--- src/rtl/msg_rotate_scanner.sv ---
// rtl/msg_rotate_scanner.sv - rotating hex message scanner for a 4-digit common-anode display
module msg_rotate_scanner #(
    parameter int                     MSG_LEN   = 16,
    parameter int                     SCAN_DIV  = 16,
    parameter int                     BLANK     = 2,
    parameter int                     ROT_DELAY = 1000,
    parameter logic [4*MSG_LEN-1:0]   INIT_MSG  = 64'h0123456789ABCDEF
) (
    input  logic                   clk,
    input  logic                   reset,
    input  logic                   load,
    input  logic [4*MSG_LEN-1:0]   msg_in,
    output logic [3:0]             char,
    output logic [3:0]             an,
    output logic                   frame_start
);

    localparam int SLOT_W = (SCAN_DIV > 1) ? $clog2(SCAN_DIV) : 1;
    localparam int PTR_W  = (MSG_LEN > 1) ? $clog2(MSG_LEN) : 1;
    localparam int ROT_W  = (ROT_DELAY > 1) ? $clog2(ROT_DELAY) : 1;

    localparam logic [SLOT_W-1:0] SLOT_LAST = SLOT_W'(SCAN_DIV - 1);
    localparam logic [SLOT_W-1:0] BLANK_V   = SLOT_W'(BLANK);
    localparam logic [PTR_W-1:0]  PTR_LAST  = PTR_W'(MSG_LEN - 1);
    localparam logic [PTR_W:0]    LEN_V     = (PTR_W + 1)'(MSG_LEN);
    localparam logic [ROT_W-1:0]  ROT_LAST  = ROT_W'(ROT_DELAY - 1);

    logic [4*MSG_LEN-1:0] msg;
    logic [SLOT_W-1:0]    slot_cnt;
    logic [1:0]           digit;
    logic [PTR_W-1:0]     ptr;
    logic [ROT_W-1:0]     rot_cnt;
    logic                 pending;

    logic                 slot_wrap;
    logic                 rot_wrap;
    logic                 frame_edge;
    logic [PTR_W:0]       idx_sum;
    logic [PTR_W-1:0]     idx;
    logic [PTR_W-1:0]     ptr_next;
    logic [3:0]           an_dec;

    assign slot_wrap  = (slot_cnt == SLOT_LAST);
    assign rot_wrap   = (rot_cnt == ROT_LAST);
    assign frame_edge = (digit == 2'd0) && (slot_cnt == '0);
    assign ptr_next   = (ptr == PTR_LAST) ? '0 : ptr + PTR_W'(1);

    // Character index for the current digit, wrapped modulo the message length.
    // ptr + digit is at most MSG_LEN + 2, so a single conditional subtract suffices.
    assign idx_sum = {1'b0, ptr} + (PTR_W + 1)'(digit);
    assign idx     = (idx_sum >= LEN_V) ? PTR_W'(idx_sum - LEN_V) : PTR_W'(idx_sum);

    // Anode decode: all off during the blanking window, else the selected digit low
    always_comb begin
        an_dec = 4'b1111;
        if (slot_cnt >= BLANK_V) begin
            an_dec[3 - digit] = 1'b0;
        end
    end

    // Scan timing: slot counter within a digit, digit counter within a frame
    always_ff @(posedge clk) begin
        if (reset) begin
            slot_cnt <= '0;
            digit    <= 2'd0;
        end else if (slot_wrap) begin
            slot_cnt <= '0;
            digit    <= digit + 2'd1;
        end else begin
            slot_cnt <= slot_cnt + SLOT_W'(1);
        end
    end

    // Message store, window pointer and rotation request; load overrides rotation
    always_ff @(posedge clk) begin
        if (reset) begin
            msg     <= INIT_MSG;
            ptr     <= '0;
            rot_cnt <= '0;
            pending <= 1'b0;
        end else if (load) begin
            msg     <= msg_in;
            ptr     <= '0;
            rot_cnt <= '0;
            pending <= 1'b0;
        end else begin
            rot_cnt <= rot_wrap ? '0 : rot_cnt + ROT_W'(1);
            if (frame_edge && pending) begin
                ptr <= ptr_next;
            end
            // A new request landing on the consuming clock keeps pending set
            if (rot_wrap) begin
                pending <= 1'b1;
            end else if (frame_edge) begin
                pending <= 1'b0;
            end
        end
    end

    // Registered outputs: one clock behind the scan state
    always_ff @(posedge clk) begin
        if (reset) begin
            an          <= 4'b1111;
            char        <= 4'h0;
            frame_start <= 1'b0;
        end else begin
            an          <= an_dec;
            char        <= msg[{idx, 2'b00} +: 4];
            frame_start <= frame_edge;
        end
    end

endmodule

--- config.mk ---
export PLATFORM = sky130hd
export DESIGN_NAME = msg_rotate_scanner
export DESIGN_NICKNAME = d
export VERILOG_FILES = /design/src/rtl/msg_rotate_scanner.sv
export SDC_FILE = /design/constraint.sdc
export NUM_CORES = 1
export LEC_CHECK = 0
export ABC_AREA = 1
export CORE_UTILIZATION = 30
export CTS_CLUSTER_SIZE = 14
export DETAILED_ROUTE_END_ITERATION = 10
export GPL_TIMING_DRIVEN = 0
export PLACE_DENSITY_LB_ADDON = 0.25
export SETUP_SLACK_MARGIN = 0.02
export SYNTH_ARGS = -nofsm -noshare
export SYNTH_HDL_FRONTEND = slang
export SYNTH_SLANG_ARGS = --single-unit
--- constraint.sdc ---
create_clock -name clk -period 2.3 [get_ports clk]
set_input_delay 0.46 -clock clk [delete_from_list [all_inputs] [get_ports clk]]
set_output_delay 0.46 -clock clk [all_outputs]
set_load 0.01 [all_outputs]
==> qor.yml <==
finalCriticalPeriod_ns: 2.12
worstPathMaxFanout: 10
die_area_um2: 14400
p_leak_nw: 2.36
clock_latency_ns: 0.34
io_pins: 76
max-vdd-ir-drop_mv: 0.426
cts_root_buffer: "clkbuf_16"
r2r_start: "digit[0]"
dr.pass1.iters: 4
seq_area_um2: 1880
ys_ff_latch: 94
overflow: 0
postCtsHoldBufs: 0
route.detailed.drc: 0
finish.utilization_pct: 40.8
tns_ns: 0
grt_max_degree: 15
worstSetupPathType: "flop to flop"
synth_area_leaders: "dfxtp_1 (45%), nand2_1 (10%), nand3_1 (8.2%), a21oi_1 (7.4%), o21ai_0 (6.7%)"
drv_slew: 0
wl_um: 11300
relSlewSlack_pct: 60.0
synth.top_cells.by_count: "nand2_1 (113), dfxtp_1 (94), nand3_1 (68), inv_1 (67), a21oi_1 (62)"
fp-row-count: 42
grt_pass1_vias: 3848
coreArea_um2: 13400
synthDistinctLibCells: 32
seq_area_frac_synth_pct: 45.1
detailed_place_hpwl_um: 8530
gp_congestion: 0.811
ys_warn_count: 0
start_util_pct: 31.1
synth.most_common_cell: "nand2_1"
cp.arrival_ns: 2.38
power_density_nw_per_um2: 671
nFillCells: 1391
worstRegToRegCells: 8
hold_depth: 2
clk_path_buf_depth: 2
finalInstanceArea_um2: 5460
yosys.area.top_type: "dfxtp_1"
portBuffers: 74
fin_nets: 744
synth.avg_cell_area_um2: 7.23
cap_violations: 0
worst_setup_path_start_kind: "flop"
die-height_um: 120
syn-cell-area_um2: 4170
path_clk_slew_ns: 0.07
clock_sinks: 94
finalHoldViolCount: 0
critPathLaunch: "digit[0]"
placed_area_um2: 5130
grt_pass1_wl_um: 18500
multi_input_area_um2: 1860
worstPathRequired_ns: 2.56
synth-edff-count: 0
grt_usage_pct: 16.5
total_power_mw: 3.67
outcome: "complete, no violations"
drive_above_1_share_pct: 6.87
crit_path_end: "char[1]"
h-tree-depth: 3
cts_made_buffers: 9
setup_viol: 0
antenna_found_initial: 0
tightest_slew_ns: 0.600
yosys.area.top_type_share_pct: 45.1
num_antenna_cells: 0
dieWidth_um: 120
syn-num-nets: 656
synthArstFlopShare_pct: 0
period_share_pct: 92.1
hold_path.class: "flop to flop"
fmax_ghz: 0.472
areaGrowthSynthToFinish_pct: 30.9
vias_per_cell: 4.65
via_count: 3932
rsz0062_at_grt: "yes"
dr.first_iter.drc_count: 279
cts_tree: "yes"
synthCells: 577
end_kind: "flop"
ant_nets: 0
ys.flop_type: "dfxtp_1"
r2r_end: "char[1]"
reg2reg_slack_ns: 0.18
wl_per_cell_um: 13.4
finalClockSkew_ns: 0.00663
cell families after synthesis:
logic type | count (synthesis) | share of synthesized area [%]
simple gates | 242 | 25.3
compound gates | 123 | 14.9
buf+inv | 103 | 10.3
flops | 94 | 45.1
fa+ha+maj | 12 | 3.78
xor+xnor | 3 | 0.630
cell usage in the layout (no fill, tap or decap), types with 4 or more instances in the layout:
master	n
buf_2	11
clkdlybuf4s50_1	74
ha_1	11
clkbuf_16	9
nor3_1	4
nand2_1	113
a21oi_1	62
o21ai_0	56
dfxtp_1	94
inv_1	66
clkbuf_1	15
buf_4	6
nor2_1	45
nand3_1	68
state kept, by name, summed over array words and instances, names as in the netlist:
register and count:
an 4, char 4, digit 2, frame_start 1, msg 64, pending 1
ptr 4, rot_cnt 10, slot_cnt 4
through the flow:
| step | setup slack, ns | hold slack [ns] | instances |
|---|---|---|---|
| 2_1_floorplan | 0.572 | 0.429 | 577 |
| 3_3_place_gp | 0.202 | 0.441 | 827 |
| 3_5_place_dp | 0.216 | 0.450 | 827 |
| 4_1_cts | 0.199 | 0.461 | 843 |
| 5_1_grt | 0.0172 | 0.484 | 846 |
| 6_report | 0.182 | 0.459 | 846 |
area by class of cell:
class,count,area share (%)
Multi-Input combinational cell,380,34.1
Inverter,72,5.06
Clock buffer,13,4.76
Timing Repair Buffer,77,14.0
Clock inverter,3,0.779
Buffer,31,2.86
Tap cell,176,4.03
Sequential cell,94,34.4
where the power goes:
part | switching [mW] | leakage (nW) | internal [mW]
clock | 0.606 | 0.146 | 0.901
sequential | 0.0365 | 0.778 | 1.72
combinational | 0.202 | 1.44 | 0.199
what timing repair did:
| item | in CTS | in global routing |
|---|---|---|
| gates resized for setup | 0 | 1 |
| buffers inserted | 0 | 3 |
| setup endpoints to repair | 0 | 1 |
metal layers:
metal | global-route usage, % | wire length, um | up-vias
met5 | 0 | 0 | -
met4 | 7.03 | 217 | 0
met3 | 2.57 | 573 | 16
met2 | 24.8 | 4870 | 92
met1 | 23.2 | 5640 | 1786
li1 | - | - | 2038
critical path: stages, from the launching register on:
cell     delay, ns
dfxtp_1       0.35
ha_1          0.24
fa_1          0.49
buf_2         0.19
buf_2         0.27
nand3_1       0.13
nand3_1       0.09
nand3_1       0.09
a21oi_1       0.19
how the worst min path moves through the flow:
stage                           from         end  slack, ns
after floorplan              msg[38]     msg[38]       0.43
after CTS                    msg[63]     msg[63]       0.46
final                        msg[61]     msg[61]       0.46
after global placement    rot_cnt[0]  rot_cnt[0]       0.44
after global routing         msg[35]     msg[35]       0.48
after detailed placement  rot_cnt[0]  rot_cnt[0]       0.45
No activity file was read; power rests on OpenSTA's default activity.
